===== config.mk =====
export PLATFORM = sky130hd
export DESIGN_NAME = matmul_stream_engine
export DESIGN_NICKNAME = d
export VERILOG_FILES = /design/src/rtl/matmul_pkg.sv /design/src/rtl/matmul_mac_unit.sv /design/src/rtl/matmul_stream_engine.sv
export SDC_FILE = /design/constraint.sdc
export NUM_CORES = 1
export LEC_CHECK = 0
export BUFFER_PORTS_ARGS = -buffer_cell sky130_fd_sc_hd__buf_2
export CAP_MARGIN = 10
export CORE_MARGIN = 4
export CORE_UTILIZATION = 55
export DETAILED_ROUTE_END_ITERATION = 8
export PLACE_DENSITY = 0.84
export SLEW_MARGIN = 30
export SYNTH_ARGS = -nofsm -noshare
export SYNTH_HDL_FRONTEND = slang
export SYNTH_SLANG_ARGS = --single-unit

===== constraint.sdc =====
create_clock -name i_clk -period 9.02 [get_ports i_clk]
set_input_delay 1.804 -clock i_clk [delete_from_list [all_inputs] [get_ports i_clk]]
set_output_delay 1.804 -clock i_clk [all_outputs]
set_load 0.005 [all_outputs]

===== src/rtl/matmul_pkg.sv =====
// Shared types and helpers for the streaming matrix-multiply engine.
package matmul_pkg;

  // Widest accumulator the saturation helper handles (ACC_W and OUT_W must stay below this).
  localparam int unsigned SAT_MAX_W = 128;

  typedef enum logic [2:0] {
    ST_IDLE   = 3'd0,
    ST_LOAD_A = 3'd1,
    ST_LOAD_B = 3'd2,
    ST_MAC    = 3'd3,
    ST_OUT    = 3'd4
  } state_t;

  typedef struct packed {
    logic [SAT_MAX_W-1:0] data;
    logic                 clamped;
  } sat_res_t;

  // Ceiling log2, used for counter and accumulator sizing.
  function automatic int unsigned clog2(input int unsigned value);
    int unsigned v;
    int unsigned w;
    v = (value > 0) ? value - 1 : 0;
    w = 0;
    while (v > 0) begin
      w++;
      v = v >> 1;
    end
    return w;
  endfunction

  // Clamp an already sign/zero-extended accumulator value to out_w bits.
  // When out_w >= acc_w every accumulator value fits, so nothing is clamped.
  function automatic sat_res_t saturate(input logic [SAT_MAX_W-1:0] value,
                                        input int unsigned acc_w,
                                        input int unsigned out_w,
                                        input logic is_signed);
    sat_res_t res;
    logic signed [SAT_MAX_W-1:0] s_val;
    logic signed [SAT_MAX_W-1:0] s_max;
    logic signed [SAT_MAX_W-1:0] s_min;
    logic [SAT_MAX_W-1:0]        u_max;
    res.data    = value;
    res.clamped = 1'b0;
    s_val = value;
    s_max = (SAT_MAX_W'(1) << (out_w - 1)) - SAT_MAX_W'(1);
    s_min = ~s_max;
    u_max = (SAT_MAX_W'(1) << out_w) - SAT_MAX_W'(1);
    if (out_w < acc_w) begin
      if (is_signed) begin
        if (s_val > s_max) begin
          res.data    = s_max;
          res.clamped = 1'b1;
        end else if (s_val < s_min) begin
          res.data    = s_min;
          res.clamped = 1'b1;
        end
      end else if (value > u_max) begin
        res.data    = u_max;
        res.clamped = 1'b1;
      end
    end
    return res;
  endfunction

endpackage


===== src/rtl/matmul_mac_unit.sv =====
// Single multiply-accumulate lane with output saturation.
// The accumulator is registered; the saturated view of it is combinational so
// it stays stable for as long as the accumulator is held.
module matmul_mac_unit
  import matmul_pkg::*;
#(
  parameter int DATA_W = 16,
  parameter int ACC_W  = 34,
  parameter int OUT_W  = 32,
  parameter int SIGNED = 1
) (
  input  logic              i_clk,
  input  logic              i_rst_n,
  input  logic              i_clr,
  input  logic              i_en,
  input  logic [DATA_W-1:0] i_a,
  input  logic [DATA_W-1:0] i_b,
  output logic [OUT_W-1:0]  o_data,
  output logic              o_sat
);

  // One extra bit per operand lets a single signed multiplier serve both modes.
  localparam int PROD_W = 2 * DATA_W + 2;

  logic signed [DATA_W:0]   w_a_ext;
  logic signed [DATA_W:0]   w_b_ext;
  logic signed [PROD_W-1:0] w_prod;
  logic [ACC_W-1:0]         w_prod_acc;
  logic [ACC_W-1:0]         r_acc;
  logic                     w_fill;
  logic [SAT_MAX_W-1:0]     w_acc_ext;
  sat_res_t                 w_sat;
  logic                     w_sat_unused;

  assign w_a_ext    = {(SIGNED != 0) & i_a[DATA_W-1], i_a};
  assign w_b_ext    = {(SIGNED != 0) & i_b[DATA_W-1], i_b};
  assign w_prod     = PROD_W'(w_a_ext) * PROD_W'(w_b_ext);
  // The product always fits in ACC_W signed bits, so resizing is lossless.
  assign w_prod_acc = ACC_W'(w_prod);

  // Accumulator: clear wins over accumulate.
  always_ff @(posedge i_clk or negedge i_rst_n) begin
    if (!i_rst_n) begin
      r_acc <= '0;
    end else if (i_clr) begin
      r_acc <= '0;
    end else if (i_en) begin
      r_acc <= r_acc + w_prod_acc;
    end
  end

  assign w_fill       = (SIGNED != 0) & r_acc[ACC_W-1];
  assign w_acc_ext    = {{(SAT_MAX_W - ACC_W){w_fill}}, r_acc};
  assign w_sat        = saturate(w_acc_ext, ACC_W, OUT_W, SIGNED != 0);
  assign o_data       = w_sat.data[OUT_W-1:0];
  assign o_sat        = w_sat.clamped;
  assign w_sat_unused = ^w_sat.data[SAT_MAX_W-1:OUT_W];

endmodule


===== src/rtl/matmul_stream_engine.sv =====
// Streaming NxN matrix multiply: A then B arrive row-major on the input
// stream, C leaves row-major on the output stream, one MAC per cycle.
//
//   state   | meaning
//   IDLE    | job finished or abandoned; counters cleared, moves on next clock
//   LOAD_A  | accepting A elements, beat t -> A[t/N][t%N]
//   LOAD_B  | accepting B elements, beat t -> B[t/N][t%N]
//   MAC     | k = 0..N-1, acc += A[i][k] * B[k][j]
//   OUT     | presenting C[i][j] until the consumer takes it
module matmul_stream_engine
  import matmul_pkg::*;
#(
  parameter int N      = 4,
  parameter int DATA_W = 16,
  parameter int OUT_W  = 32,
  parameter int SIGNED = 1
) (
  input  logic              i_clk,
  input  logic              i_rst_n,
  input  logic              i_in_valid,
  output logic              o_in_ready,
  input  logic [DATA_W-1:0] i_in_data,
  input  logic              i_abort,
  output logic              o_out_valid,
  input  logic              i_out_ready,
  output logic [OUT_W-1:0]  o_out_data,
  output logic              o_out_last,
  output logic              o_sat_flag,
  output logic              o_busy
);

  localparam int NN     = N * N;
  localparam int ACC_W  = 2 * DATA_W + clog2(N);
  localparam int BEAT_W = clog2(NN);
  localparam int IDX_W  = clog2(N);

  localparam logic [BEAT_W-1:0] LAST_BEAT = BEAT_W'(NN - 1);
  localparam logic [IDX_W-1:0]  LAST_IDX  = IDX_W'(N - 1);

  state_t              r_state;
  state_t              w_next;
  logic [BEAT_W-1:0]   r_beat;
  logic [IDX_W-1:0]    r_i;
  logic [IDX_W-1:0]    r_j;
  logic [IDX_W-1:0]    r_k;
  logic [DATA_W-1:0]   r_a_mem [NN];
  logic [DATA_W-1:0]   r_b_mem [NN];

  logic                w_in_fire;
  logic                w_out_fire;
  logic                w_last_beat;
  logic                w_last_k;
  logic                w_last_elem;
  logic [BEAT_W-1:0]   w_a_idx;
  logic [BEAT_W-1:0]   w_b_idx;
  logic                w_acc_clr;
  logic                w_acc_en;
  logic [OUT_W-1:0]    w_mac_data;
  logic                w_mac_sat;

  // Abort masks every transfer so it wins over any handshake in the same cycle.
  assign w_in_fire   = i_in_valid & o_in_ready & ~i_abort;
  assign w_out_fire  = (r_state == ST_OUT) & i_out_ready & ~i_abort;
  assign w_last_beat = (r_beat == LAST_BEAT);
  assign w_last_k    = (r_k == LAST_IDX);
  assign w_last_elem = (r_i == LAST_IDX) && (r_j == LAST_IDX);

  assign w_a_idx = BEAT_W'(int'(r_i) * N + int'(r_k));
  assign w_b_idx = BEAT_W'(int'(r_k) * N + int'(r_j));

  // State register.
  always_ff @(posedge i_clk or negedge i_rst_n) begin
    if (!i_rst_n) begin
      r_state <= ST_IDLE;
    end else begin
      r_state <= w_next;
    end
  end

  // Next-state logic; abort overrides every other transition.
  always_comb begin
    w_next = r_state;
    if (i_abort) begin
      w_next = ST_IDLE;
    end else begin
      case (r_state)
        ST_IDLE:   w_next = ST_LOAD_A;
        ST_LOAD_A: if (w_in_fire && w_last_beat) w_next = ST_LOAD_B;
        ST_LOAD_B: if (w_in_fire && w_last_beat) w_next = ST_MAC;
        ST_MAC:    if (w_last_k) w_next = ST_OUT;
        ST_OUT:    if (w_out_fire) w_next = w_last_elem ? ST_IDLE : ST_MAC;
        default:   w_next = ST_IDLE;
      endcase
    end
  end

  // Outputs decoded from the current state; C data is zero outside OUT.
  always_comb begin
    o_in_ready  = 1'b0;
    o_out_valid = 1'b0;
    o_out_last  = 1'b0;
    o_out_data  = '0;
    o_sat_flag  = 1'b0;
    o_busy      = 1'b0;
    case (r_state)
      ST_LOAD_A, ST_LOAD_B: o_in_ready = 1'b1;
      ST_MAC:               o_busy     = 1'b1;
      ST_OUT: begin
        o_busy      = 1'b1;
        o_out_valid = 1'b1;
        o_out_last  = w_last_elem;
        o_out_data  = w_mac_data;
        o_sat_flag  = w_mac_sat;
      end
      default: ;
    endcase
  end

  // Beat and i/j/k counters; IDLE and abort both leave everything at zero.
  always_ff @(posedge i_clk or negedge i_rst_n) begin
    if (!i_rst_n) begin
      r_beat <= '0;
      r_i    <= '0;
      r_j    <= '0;
      r_k    <= '0;
    end else if (i_abort || r_state == ST_IDLE) begin
      r_beat <= '0;
      r_i    <= '0;
      r_j    <= '0;
      r_k    <= '0;
    end else begin
      case (r_state)
        ST_LOAD_A, ST_LOAD_B: begin
          if (w_in_fire) r_beat <= w_last_beat ? '0 : r_beat + 1'b1;
        end
        ST_MAC: r_k <= w_last_k ? '0 : r_k + 1'b1;
        ST_OUT: begin
          if (w_out_fire) begin
            r_j <= (r_j == LAST_IDX) ? '0 : r_j + 1'b1;
            if (r_j == LAST_IDX) r_i <= (r_i == LAST_IDX) ? '0 : r_i + 1'b1;
          end
        end
        default: ;
      endcase
    end
  end

  // Operand buffers; contents are only meaningful after a complete load.
  always_ff @(posedge i_clk) begin
    if (w_in_fire && r_state == ST_LOAD_A) r_a_mem[r_beat] <= i_in_data;
    if (w_in_fire && r_state == ST_LOAD_B) r_b_mem[r_beat] <= i_in_data;
  end

  // Clear the accumulator on entry to MAC (end of B load or C handshake).
  assign w_acc_clr = i_abort | w_out_fire |
                     ((r_state == ST_LOAD_B) & w_in_fire & w_last_beat);
  assign w_acc_en  = (r_state == ST_MAC) & ~i_abort;

  matmul_mac_unit #(
    .DATA_W (DATA_W),
    .ACC_W  (ACC_W),
    .OUT_W  (OUT_W),
    .SIGNED (SIGNED)
  ) u_mac (
    .i_clk   (i_clk),
    .i_rst_n (i_rst_n),
    .i_clr   (w_acc_clr),
    .i_en    (w_acc_en),
    .i_a     (r_a_mem[w_a_idx]),
    .i_b     (r_b_mem[w_b_idx]),
    .o_data  (w_mac_data),
    .o_sat   (w_mac_sat)
  );

endmodule

# ---- Word level (Yosys, flattened, before mapping)
# Memories as Yosys holds them, arrays and structs flattened.
# Index checks and enable logic that the tools add are counted.
dict set report totals {
  regBits 47
  mem_count 2
  in_bits 21
  wordCells 96
  mem_bits_rw 512
  output_inout_bits 37
}
dict set report op_classes {
  bitwise 10
  mux 37
  add_sub_neg 7
  n_lt_le_gt_ge 2
  n_reduce_logical 19
  mul 1
  n_eq_ne 12
}
# memory words word_bits read_ports rd_clocked_by_memory_dff write_ports line_no
set memory_table {}
lappend memory_table {r_a_mem 16 16 1 0 1 matmul_stream_engine.sv:46} ;# logic [DATA_W-1:0] r_a_mem [NN];
lappend memory_table {r_b_mem 16 16 1 0 1 matmul_stream_engine.sv:47} ;# logic [DATA_W-1:0] r_b_mem [NN];
# op count
set op_table {}
lappend op_table {{$mux 34} 2}
lappend op_table {{$mux 33} 2}
lappend op_table {{$add 34x34->34} 1}
lappend op_table {{$gt 34x32->1 const B} 1}
lappend op_table {{$lt 34x32->1 const B} 1}
lappend op_table {{$mul 16x16->32} 1}
lappend op_table {{$mux 32} 1}
lappend op_table {{$mux 2} 13}
lappend op_table {{$mux 4} 4}
lappend op_table {{$mux 3} 5}
lappend op_table {{$pmux 3 s5} 1}
lappend op_table {{$reduce_bool 2->1} 7}
lappend op_table {{$ne 3x3->1 const B} 4}
lappend op_table {{$mux 1} 9}
lappend op_table {{$add 4x2->4} 2}
lappend op_table {{$and 1x1->1} 7}
lappend op_table {{$add 2x1->2 const B} 3}
lappend op_table {{$eq 2x2->1 const B} 3}
lappend op_table {{$eq 3x2->1 const B} 2}
lappend op_table {{$add 4x1->4 const B} 1}
lappend op_table {{$eq 4x4->1 const B} 1}
lappend op_table {{$logic_and 1x1->1} 4}
lappend op_table {{$reduce_and 2->1} 2}
lappend op_table {{$reduce_and 4->1} 1}
lappend op_table {{8 further kinds} 10}

# ---- Longest topological paths before layout
dict set report logic_depth {
  depth_word 9
  mapped_depth 43
  ltp_nobuf 39
}

# ---- Hierarchy
# From an unflattened synthesis, not the netlist that was laid out.
dict set report unflattened {
  hier_cells 2489
  hier_area_um2 33475.9
}
# mod instances cells_per_inst seq_area_each_um2 area_per_inst_um2
set modules_own_cells {}
lappend modules_own_cells {matmul_stream_engine 1 973 15700.1 20439.6}
lappend modules_own_cells {matmul_mac_unit 1 1516 850.8 13036.3}

# ---- Least setup slack after synthesis
# No wires, ideal clock.
dict set report synth_timing {
  path_kind {register to register}
  startpoint {register r_k[0]}
  endpoint {register u_mac.r_acc[33]}
  period_less_slack_ns 9.660
  required_time_ns 8.893
  arrival_ns 9.533
  stages_incl_launch_ff 40
  setup_time_ns 0.127
  n_path_buf 4
  setup_slack_ns -0.640
  cell_sequence {dfrtp_1 -> buf_4 -> buf_2 -> buf_2 -> mux4_2 -> mux2_2 -> o21ai_1 -> nor2_1 -> fa_1 -> inv_1 -> fa_1 -> fa_1 -> inv_1 -> fa_1 -> fa_1 -> inv_1 -> fa_1 -> inv_1 -> (+4 left out) -> a21o_1 -> a21o_1 -> o21a_1 -> o21ai_0 -> nor2b_1 -> xnor2_1 -> ha_1 -> clkbuf_1 -> a21o_1 -> a21o_1 -> a21oi_1 -> nand3_2 -> a311o_1 -> a311oi_2 -> o21ai_1 -> xnor2_2 -> a21oi_1 -> o22ai_1}
}
dict set report synth_via {
  elab_chain_cells 6
  word_cells_on_any_way 8
  cone_classes {3 x add/sub; 1 x mul; 2 x mux; 2 x memory}
}
# item line_no
set synth_rtl {}
lappend synth_rtl {{start, declared} matmul_stream_engine.sv:45} ;# logic [IDX_W-1:0] r_k;
lappend synth_rtl {{start signal, assigned} matmul_stream_engine.sv:136} ;# ST_MAC: r_k <= w_last_k ? '0 : r_k + 1'b1;
lappend synth_rtl {{$add 4x2->4 (on tied branches)} {matmul_stream_engine.sv:68, matmul_stream_engine.sv:69}}
lappend synth_rtl {{$mem_v2 16x16 (on tied branches)} -}
lappend synth_rtl {{$mul 16x16->32 (*)} matmul_mac_unit.sv:37} ;# assign w_prod = PROD_W'(w_a_ext) * PROD_W'(w_b_ext);
lappend synth_rtl {{$add 34x34->34 (*)} matmul_mac_unit.sv:48} ;# r_acc <= r_acc + w_prod_acc;
lappend synth_rtl {{$mux 34 (*)} matmul_mac_unit.sv:47} ;# end else if (i_en) begin
lappend synth_rtl {{$mux 34 (*)} matmul_mac_unit.sv:45} ;# end else if (i_clr) begin
lappend synth_rtl {{end signal, assigned} matmul_mac_unit.sv:48}
lappend synth_rtl {{end, declared} matmul_mac_unit.sv:29} ;# logic [ACC_W-1:0] r_acc;
# Mark *: on every way between the ends. The rest lies on a longest branch, timed or not. The select of a mux whose other input is x is not followed.
# A chain may end at the register's enable or synchronous reset.

# ---- Worst setup path after layout
dict set report layout_timing {
  startpoint {register r_j[0]}
  endpoint {register u_mac.r_acc[33]}
}
dict set report layout_via {
  elab_chain_cells 6
}
# item line_no
set layout_rtl {}
lappend layout_rtl {{start, declared} matmul_stream_engine.sv:44} ;# logic [IDX_W-1:0] r_j;
lappend layout_rtl {{start signal, assigned} matmul_stream_engine.sv:139} ;# r_j <= (r_j == LAST_IDX) ? '0 : r_j + 1'b1;
lappend layout_rtl {{$add 4x2->4} matmul_stream_engine.sv:69} ;# assign w_b_idx = BEAT_W'(int'(r_k) * N + int'(r_j));
lappend layout_rtl {{$mem_v2 16x16} -}
lappend layout_rtl {{$mul 16x16->32} matmul_mac_unit.sv:37}
lappend layout_rtl {{$add 34x34->34} matmul_mac_unit.sv:48}
lappend layout_rtl {{$mux 34} matmul_mac_unit.sv:47}
lappend layout_rtl {{$mux 34} matmul_mac_unit.sv:45}
# No other way between the ends. The select of a mux whose other input is x is not followed.

==> results.py <==
metrics = {
    "global_routing": {
        "grt_use_total": 0.290,
        "grt_max_degree": 48,
        "grt_pass1_vias": 22984,
        "antenna_found_initial": 1,
        "grt_pass1_wl_um": 140000,
        "gr-total-overflow": 0,
    },
    "die": {
        "die_y_um": 253,
        "rows": 89,
        "start_util": 0.558,
        "num_io_pins": 58,
        "die-area_mm2": 0.0641,
        "dieWidth_um": 253,
        "core_area_mm2": 0.0592,
    },
    "cells_and_area": {
        "drive_gt1_frac": 0.273,
        "area_growth_pct": 18.3,
        "nNetsFinal": 3124,
        "stdcell_count": 3535,
        "multiInputGateArea_mm2": 0.0153,
        "n_antenna_cell": 0,
        "seq_area_mm2": 0.0166,
        "fillers": 3971,
    },
    "detailed_routing": {
        "dr.pass1.iters": 6,
        "drt-initial-drc-count": 2359,
        "vias": 21624,
        "routedWlPerCell_um": 25.9,
        "via_per_inst": 6.12,
        "drc": 0,
        "routed_wl_um": 91700,
        "drtAntennaViolNets": 0,
    },
    "sta": {
        "fin_skew_ns": 0.0351,
        "slew_violations": 0,
        "final.period_utilization": 1.01,
        "period_minus_slack_ns": 9.13,
        "worst_pin_slew_ns": 0.930,
        "rsz0062_at_grt": "yes",
        "setup_violations": 4,
        "fin_hold_ws_ns": 0.534,
        "finalHoldViolCount": 0,
        "slew_headroom": 0.378,
        "setup_tns_ns": -0.290,
        "layout_setup_ws_ns": -0.113,
        "fmax_mhz": 109,
    },
    "yosys": {
        "synth_largest_area_cell": "edfxtp_1",
        "ys_ff_latch": 559,
        "synth_area_mm2": 0.0330,
        "syn_avg_cell_area_um2": 13.9,
        "synth_cell_types": 61,
        "ys_top_cells_by_count": "edfxtp_1, inv_1, fa_1, nor2_1, nand2_1",
        "yosysMostFrequentCell": "edfxtp_1",
        "synthCells": 2374,
        "ys.flop_type": "edfxtp_1",
        "yosys-top-cells-area": "edfxtp_1, fa_1, mux4_2",
        "synth_edf_count": 512,
        "synth-seq-area-share": 0.501,
        "synth_top_area_frac": 0.465,
        "yosysWarnings": 0,
        "synth_nets": 2781,
        "async_reset_ff_frac": 0.0841,
    },
    "setup_path": {
        "critPathMaxFanout": 10,
        "startpoint_type": "flop",
        "required_ns": 9.53,
        "critPathArrivalTime_ns": 9.64,
        "end_kind": "flop",
        "crit_type": "flop to flop",
        "crit_top_cell": "fa_1",
        "crit_slowest_cell": "mux4_2",
        "max_stage_delay_ns": 0.55,
    },
    "cts": {
        "clk_latency_ns": 0.66,
        "root_buffer": "clkbuf_16",
        "cts_buffers": 54,
        "tritoncts": "done",
        "clock-sinks": 559,
        "htreeDepth": 2,
        "clkTransAtPathRegs_ns": 0.08,
        "cts-hold-fix-buffers": 0,
        "ctsLongestPathBuffers": 3,
    },
    "placed_design": {
        "finalWeightedCongestion": 0.964,
        "place_inst": 3369,
        "hpwl_um": 58500,
        "io_buffers": 57,
    },
    "worst_hold_path": {
        "hold_class": "flop to flop",
    },
    "status": {
        "status": "complete, but fails checks",
        "violations": "setup timing",
    },
    "flow_run": {
        "max-cap-violations": 0,
    },
}
area by class of cell:
| class | count | area share |
|---|---|---|
| Clock buffer | 65 | 0.0356 |
| Clock inverter | 36 | 0.0115 |
| Inverter | 326 | 0.0318 |
| Multi-Input combinational cell | 1398 | 0.392 |
| Sequential cell | 559 | 0.424 |
| Tap cell | 773 | 0.0247 |
| Timing Repair Buffer | 378 | 0.0803 |
flip-flops by register name (all words and copies together), names as in the netlist:
signal and count:
r_a_mem 256, r_b_mem 256, r_beat 4, r_i 2
r_j 2, r_k 2, r_state 3, u_mac.r_acc 34
per-stage QoR:
| step | utilization | instance area [um^2] | worst slack [ns] |
|---|---|---|---|
| final | 0.660 | 39100 | -0.113 |
| after global routing | 0.660 | 39100 | -0.389 |
| after CTS | 0.653 | 38700 | -0.00484 |
| after detailed placement | 0.610 | 36100 | -0.401 |
| after global placement | 0.610 | 36100 | -0.206 |
| after floorplan | - | 33200 | 0.0309 |
critical path: cells and delay by family, from the launching register on:
kind	cells	cell delay (ns)
compound gates	12	2.26
xor+xnor	2	0.25
fa+ha+maj	8	3.53
buf+inv	8	0.84
mux	2	0.74
simple gates	6	0.89
flops	1	0.49
what timing repair did:
| item | in CTS | in global routing |
|---|---|---|
| setup endpoints to repair | 8 | 12 |
| buffers inserted | 51 | 11 |
| cloned | 1 | 2 |
| gates resized for setup | 79 | 68 |
| pin swaps | 52 | 48 |
kinds of logic (layout without fill, tap and decap cells):
kind of cell,count (synthesis),count (layout),share of synthesized area
DFF,559,559,0.501
and+or+nand+nor,504,504,0.0654
buffers and inverters,417,805,0.0490
adders and majority gates,386,386,0.206
AOI/OAI and AO/OA,263,263,0.0525
muxes,179,179,0.109
xor gates and xnor gates,66,66,0.0177
routing by layer:
| layer | vias up | wire (um) | GRT usage |
|---|---|---|---|
| li1 | 8967 | - | - |
| met1 | 10933 | 32200 | 0.366 |
| met4 | 2 | 4180 | 0.115 |
| met5 | - | 16 | 0 |
| met3 | 309 | 9220 | 0.0606 |
| met2 | 1413 | 46100 | 0.497 |
layout by cell type (no fill, tap or decap), types with 38 or more instances in the layout:
cell type	instances
nand2_1	185
mux4_2	142
nor2_1	187
edfxtp_1	512
a21o_1	40
buf_4	274
fa_1	252
ha_1	115
dfrtp_1	43
xnor2_1	38
inv_1	308
buf_2	57
a21oi_1	40
clkbuf_16	56
o21a_1	43
path summary, 6_finish.rpt:
kind                                        startpoint                          end  slack [ns]  depth (start not counted)
max                                 r_j[0]$_DFFE_PN0P_  u_mac.r_acc[33]$_DFFE_PN0P_       -0.11                         38
min                        u_mac.r_acc[30]$_DFFE_PN0P_  u_mac.r_acc[30]$_DFFE_PN0P_        0.53                          2
max reg2reg                         r_j[0]$_DFFE_PN0P_  u_mac.r_acc[33]$_DFFE_PN0P_       -0.11                         38
min reg2reg                u_mac.r_acc[30]$_DFFE_PN0P_  u_mac.r_acc[30]$_DFFE_PN0P_        0.53                          2
max in group asynchronous                      i_rst_n           r_j[0]$_DFFE_PN0P_        7.17                          2
min in group asynchronous                      i_rst_n  u_mac.r_acc[26]$_DFFE_PN0P_        1.30                          2
Power is not shown: default switching activity piles up to over one toggle a cycle in this logic, so the estimate is an artifact.
